$ cat config.mk
export PLATFORM = sky130hd
export DESIGN_NAME = seq_multiplier
export DESIGN_NICKNAME = d
export VERILOG_FILES = /design/src/rtl/seq_multiplier.sv
export SDC_FILE = /design/constraint.sdc
export NUM_CORES = 1
export LEC_CHECK = 0
export CORE_ASPECT_RATIO = 0.6
export CORE_MARGIN = 3
export CORE_UTILIZATION = 55
export DETAILED_ROUTE_END_ITERATION = 16
export PLACE_DENSITY = 0.81
export REMOVE_ABC_BUFFERS = 1
export SYNTH_ARGS = -nofsm -noshare
export SYNTH_HDL_FRONTEND = slang
export SYNTH_SLANG_ARGS = --single-unit
export TNS_END_PERCENT = 30
$ cat constraint.sdc
create_clock -name clk -period 6.05 [get_ports clk]
set_clock_uncertainty 0.1 [all_clocks]
set_input_delay 1.21 -clock clk [delete_from_list [all_inputs] [get_ports clk]]
set_output_delay 1.21 -clock clk [all_outputs]
set_load 0.05 [all_outputs]
$ cat src/rtl/seq_multiplier.sv
// Sequential shift-add multiplier with optional radix-2 Booth signed mode.
// Operands and results are exchanged over valid/ready handshakes.
module seq_multiplier #(
  parameter int WIDTH     = 8,
  parameter bit SIGNED_EN = 1'b1
) (
  input  logic                 clk,
  input  logic                 rst_n,
  input  logic                 in_valid_i,
  output logic                 in_ready_o,
  input  logic [WIDTH-1:0]     multiplicand_i,
  input  logic [WIDTH-1:0]     multiplier_i,
  input  logic                 signed_i,
  output logic                 out_valid_o,
  input  logic                 out_ready_i,
  output logic [2*WIDTH-1:0]   product_o,
  output logic                 busy_o
);

  localparam int CW = (WIDTH > 1) ? $clog2(WIDTH) : 1;
  localparam logic [CW-1:0] LAST = CW'(WIDTH - 1);

  typedef enum logic [1:0] {S_IDLE, S_RUN, S_DONE} state_t;

  state_t           state_q;
  logic [WIDTH:0]   a_q, m_q, sum_d, a_d, m_ext_d;
  logic [WIDTH-1:0] q_q, q_d;
  logic             q1_q, mode_q, mode_d;
  logic [CW-1:0]    cnt_q;
  logic             in_ready_q, out_valid_q, busy_q;

  assign mode_d  = signed_i & SIGNED_EN;
  assign m_ext_d = {mode_d & multiplicand_i[WIDTH-1], multiplicand_i};

  // One add/subtract followed by a right shift of {A,Q}; A's extra bit
  // keeps the unsigned carry and the Booth sign from being lost.
  always_comb begin
    sum_d = a_q;
    if (mode_q) begin
      case ({q_q[0], q1_q})
        2'b01:   sum_d = a_q + m_q;
        2'b10:   sum_d = a_q - m_q;
        default: sum_d = a_q;
      endcase
    end else if (q_q[0]) begin
      sum_d = a_q + m_q;
    end
    a_d = {mode_q & sum_d[WIDTH], sum_d[WIDTH:1]};
    q_d = {sum_d[0], q_q[WIDTH-1:1]};
  end

  always_ff @(posedge clk or negedge rst_n) begin
    if (!rst_n) begin
      state_q     <= S_IDLE;
      a_q         <= '0;
      m_q         <= '0;
      q_q         <= '0;
      q1_q        <= 1'b0;
      mode_q      <= 1'b0;
      cnt_q       <= '0;
      in_ready_q  <= 1'b1;
      out_valid_q <= 1'b0;
      busy_q      <= 1'b0;
    end else begin
      case (state_q)
        S_IDLE: begin
          if (in_valid_i) begin
            a_q        <= '0;
            q_q        <= multiplier_i;
            m_q        <= m_ext_d;
            q1_q       <= 1'b0;
            cnt_q      <= '0;
            mode_q     <= mode_d;
            state_q    <= S_RUN;
            in_ready_q <= 1'b0;
            busy_q     <= 1'b1;
          end
        end
        S_RUN: begin
          a_q   <= a_d;
          q_q   <= q_d;
          q1_q  <= q_q[0];
          cnt_q <= cnt_q + CW'(1);
          if (cnt_q == LAST) begin
            state_q     <= S_DONE;
            out_valid_q <= 1'b1;
          end
        end
        S_DONE: begin
          if (out_ready_i) begin
            state_q     <= S_IDLE;
            out_valid_q <= 1'b0;
            busy_q      <= 1'b0;
            in_ready_q  <= 1'b1;
          end
        end
        default: state_q <= S_IDLE;
      endcase
    end
  end

  assign in_ready_o  = in_ready_q;
  assign out_valid_o = out_valid_q;
  assign busy_o      = busy_q;
  assign product_o   = {a_q[WIDTH-1:0], q_q};

endmodule

; ---- Word-level counts from Yosys, hierarchy flattened
; Cells that the tools add are included.
[op_classes]
add_sub_neg = 3
multipliers = 0
n_div = 0
magnitude_cmp = 0
n_eq_ne = 8
shift = 0
muxes = 22
bitwise_logic = 2
reduce_logical = 9
[op_table]
columns = cell, n
row1 = 9-bit one-hot mux with 2 select lines, 2
row2 = 9-bit 2-to-1 mux, 3
row3 = 8-bit one-hot mux with 2 select lines, 1
row4 = 9-bit adder, 1
row5 = 3-bit AND reduction, 3
row6 = 9-bit subtractor, 1
row7 = 8-bit 2-to-1 mux, 1
row8 = 1-bit one-hot mux with 2 select lines, 4
row9 = 2-bit 2-to-1 mux, 3
row10 = 2-bit inequality test (second input constant), 3
row11 = 2-bit one-hot mux with 3 select lines, 1
row12 = 3-bit one-hot mux with 2 select lines, 1
row13 = 2-bit nonzero test, 3
row14 = 1-bit 2-to-1 mux, 5
row15 = 2-bit by 1-bit equality test with 1-bit output (second input constant), 2
row16 = 2-bit equality test (second input constant), 2
row17 = 2-bit AND reduction, 2
row18 = 3-bit by 1-bit adder with 3-bit output (second input constant), 1
row19 = 3-bit equality test (second input constant), 1
row20 = 3-bit 2-to-1 mux, 1
row21 = 1-bit bitwise AND, 2
row22 = 2-bit zero test, 1
[word_totals]
regBits = 36
latch_bits = 0
ram_bits = 0
mem_bits_ro = 0
inputBits = 21
output_inout_bits = 19
wordCells = 54
memories = 0

; ---- Longest topological paths before layout
[logic_depth]
word_depth = 5
mapped_depth = 9
mapped_depth_nobuf = 9

; ---- Worst setup path before layout
; OpenSTA, ideal clock, no wires.
[synth_timing]
kind = register -> register
startpoint = register a_q[0]
endpoint = register a_q[7]
setup_time_ps = 142
t_arrival_ps = 2063
required_ps = 5808
slack_ps = 3745
stages_incl_launch_ff = 10
n_path_buf = 0
period_less_slack_ps = 2305
cell_sequence = dfrtp_1 > ha_1 > inv_1 > fa_1 > nor3_2 > o311a_4 > o21bai_2 > mux2i_1 > o311ai_2 > o211ai_1
[synth_between]
elab_chain_len = 4
elab_cells_between_ends = 6
classes_between = 2 x add/sub / 4 x mux
[synth_rtl]
columns = element, line_no
row1 = from (decl), 26  ; logic [WIDTH:0] a_q, m_q, sum_d, a_d, m_ext_d;
row2 = from (signal assigned), 55  ; a_q <= '0;
row3 = from (signal assigned), 68  ; a_q <= '0;
row4 = from (signal assigned), 80  ; a_q <= a_d;
row5 = 9-bit subtractor or 9-bit adder (tied branches), "42, 41, 46"
row6 = 9-bit one-hot mux with 2 select lines or 9-bit 2-to-1 mux (tied branches), "40, 45"
row7 = 9-bit 2-to-1 mux (*), 39  ; if (mode_q) begin
row8 = 9-bit one-hot mux with 2 select lines (*), 65  ; case (state_q)
; Mark *: on every way between the ends. The rest lies on a longest branch, timed or not.
; A chain may end at the register's enable or synchronous reset.

; ---- Worst setup path after layout
[layout_timing]
startpoint = register q_q[0]
endpoint = output port product_o[0]
[layout_lines]
columns = element, line_no
row1 = from (decl), 27  ; logic [WIDTH-1:0] q_q, q_d;
row2 = from (signal assigned), 69  ; q_q <= multiplier_i;
row3 = from (signal assigned), 81  ; q_q <= q_d;
row4 = to (decl), 16  ; output logic [2*WIDTH-1:0] product_o,
; No word-level cell between the ends.

==> impl_metrics.toml <==
[floorplan]
die_x_um = 97.81
core_mm2 = 0.004731
fp.dieH_um = 61.09
core.rowCount = 19
io-pin-count = 40
initial_core_util_pct = 58.79
die_area_mm2 = 0.005974

[layout]
area_growth_pct = 16.28
drive_above_1_share_pct = 7.386
diodes = 0
post-route-util_pct = 68.37
final_area_mm2 = 0.003234
final_cell_mix = "nand2_1, clkdlybuf4s50_1, dfrtp_1"
layout_commonest_cell = "nand2_1"
nets = 394

[power_and_ir_drop]
seqPwrFrac_pct = 22.3
power_frac_comb_pct = 67.5
power.switching_mw = 1.103
cellPowerDensity_mw_per_mm2 = 657.1
max-vdd-ir-drop_v = 0.0003150
clkPwrFrac_pct = 10.2
swShare_pct = 51.91
cell_internal_pwr_mw = 1.022
leakage_nw = 1.375

[clock_network]
post_cts_resize_count = 0
cts_hold_buffers = 0
cts_tree = "yes"
cts_root_buf = "clkbuf_8"
cts_buffer_depth = 2
clk_latency_ns = 0.30
numCtsBuffers = 5
post-cts-setup-buffers = 0
cts.sinks = 36
h-tree-depth = 2
path_clk_slew_ns = 0.08

[detailed_routing]
num_vias = 2505
wl_met1_mm = 3.255
drtIter0Drc = 215
met2_length_mm = 2.809
drt_wl_total_mm = 7.048
post_drt_wl_per_cell_um = 16.98
drtAntennaViolNets = 0
avgViaCountPerCell = 6.036
met3WireLength_um = 837
highest_layer = "met4"
post-route-drc-count = 0
dr.pass1.iters = 6

[synthesis]
synth.avg_cell_area_um2 = 8.454
synth_edf_count = 0
ys.flop_type = "dfrtp_1"
synth_top_cell_area_share_pct = 31.49
synthArstFlopShare_pct = 100.0
yosysSeqAreaShare_pct = 32.43
yosysTopAreaCell = "dfrtp_1"
syn_area_mm2 = 0.002781
synthCells = 329
synthTopCellsByArea = "dfrtp_1, ha_1, nand2_1"
ys_warn_count = 0
ys_seq_elements = 36
synth_cell_types = 55

[critical_path]
max_stage_delay_ns = 0.90
crit_path_cell_trace = "clkdlybuf4s50_1"
crit_arrival_ns = 1.86
critPathLaunch = "q_q[0]"
cp_max_fo = 14
cpMaxStageDelayCell = "clkdlybuf4s50_1"
path_delay_family = "buffers and inverters"
worst_r2r_startpoint = "q_q[0]"
crit_path_start_kind = "flop"
end_kind = "output port"
required_ns = 4.74
crit_buf_inv = 1
crit_type = "reg2out"

[placement]
place.gp.congestion = 0.9612
hpwlAfterDp_mm = 5.066
preCtsSetupSlack_ns = 3.059
portBuffers = 39
placed_area_mm2 = 0.003127

[timing]
finalCritPeriodShare_pct = 52.37
post-route-min-period_ns = 3.168
hold_viol_final = 0
finalSetupViolCount = 0
relSlewSlack_pct = 44.30
maxClockFrequency_mhz = 315.6
setup_slack_ns = 2.882
tns_ns = 0
max_slew.worst_pin.slew_ns = 0.8354
rsz0062_at_grt = "false"
drv_slew = 0

[grt]
grt_max_degree = 37
overflow = 0
grt_pass1_vias = 2304
track_usage_pct = 24.60
antenna_found_initial = 0
grt_first_pass_wirelength_mm = 11.46

[status]
status = "complete, no violations"

[worst_hold_path]
hp-class = "reg2reg"
hold_start = "in_ready_o"

[run]
drv_cap = 0
[power by group through the flow]
stage          logic [mW]  clock network, mW  registers, mW
2_1_floorplan       0.879                  0          0.615
3_3_place_gp         1.37                  0          0.469
3_5_place_dp         1.40                  0          0.473
4_1_cts              1.41              0.217          0.470
5_1_grt              1.57              0.232          0.490
6_report             1.43              0.217          0.474
[cell families (layout without fill, tap and decap cells)]
| kind of cell | after synthesis | count (layout) | synth area share, % |
|---|---|---|---|
| multiplexers | 13 | 13 | 4.768 |
| adder cells (fa/ha/maj) | 22 | 22 | 10.44 |
| buffers and inverters | 51 | 74 | 8.277 |
| flip-flops | 36 | 36 | 32.43 |
| XOR/XNOR | 7 | 7 | 2.204 |
| AND/OR/NAND/NOR | 96 | 96 | 16.37 |
| AO/OA/AOI/OAI | 104 | 104 | 25.51 |
[cell usage after synthesis (all sizes together) (3+ instances only)]
library cell / instances
o21a: 3
or3: 4
nand2: 43
nand3: 3
buf: 13
clkbuf: 13
o21ai: 30
o311ai: 3
nor4: 4
xnor2: 7
mux2i: 11
o22ai: 9
o31ai: 4
nor2b: 4
nor3: 4
nor2: 16
nand2b: 11
a211oi: 6
o211ai: 3
a21oi: 22
inv: 25
dfrtp: 35
ha: 20
[metal layers]
| layer | vias to the layer above | GRT usage [%] |
|---|---|---|
| li1 | 1195 | - |
| met2 | 143 | 36.12 |
| met3 | 21 | 8.032 |
| met5 | - | 0 |
| met1 | 1146 | 34.80 |
| met4 | 0 | 8.087 |
[sequential cells by signal (all words and copies together), names as in the netlist]
| signal | cells |
|---|---|
| q_q | 8 |
| q1_q | 1 |
| state_q | 2 |
| a_q | 9 |
| mode_q | 1 |
| out_valid_o | 1 |
| m_q | 9 |
| in_ready_o | 1 |
| busy_o | 1 |
| cnt_q | 3 |
[metrics by stage]
step | cells | hold WS (ns) | power (mW)
floorplan | 303 | 0.3677 | 1.493
global placement | 407 | 0.3574 | 1.834
detailed placement | 407 | 0.3657 | 1.874
CTS | 415 | 0.3746 | 2.099
global route | 415 | 0.3920 | 2.295
finish | 415 | 0.3736 | 2.125
[cell type report]
class                   count  area (um^2)
repair buffers             41        400.4
inverters                  25        93.84
flip-flops and latches     36        902.1
clock inverters             2        35.03
fillers                   398         1496
multi-input cells         242         1652
well taps                  63        78.83
clock buffers               6        72.57
[final timing paths]
| kind | slack, ns | cells past startpoint | to |
|---|---|---|---|
| setup / recovery | 2.88 | 1 | product_o[0] |
| min in group asynchronous | 0.89 | 1 | m_q[4] |
| setup reg to reg | 3.37 | 8 | a_q[6] |
| hold / removal | 0.37 | 2 | in_ready_o |
| max in group asynchronous | 4.41 | 1 | q_q[3] |
| hold reg to reg | 0.37 | 2 | in_ready_o |
(Power assumes the default switching activity.)
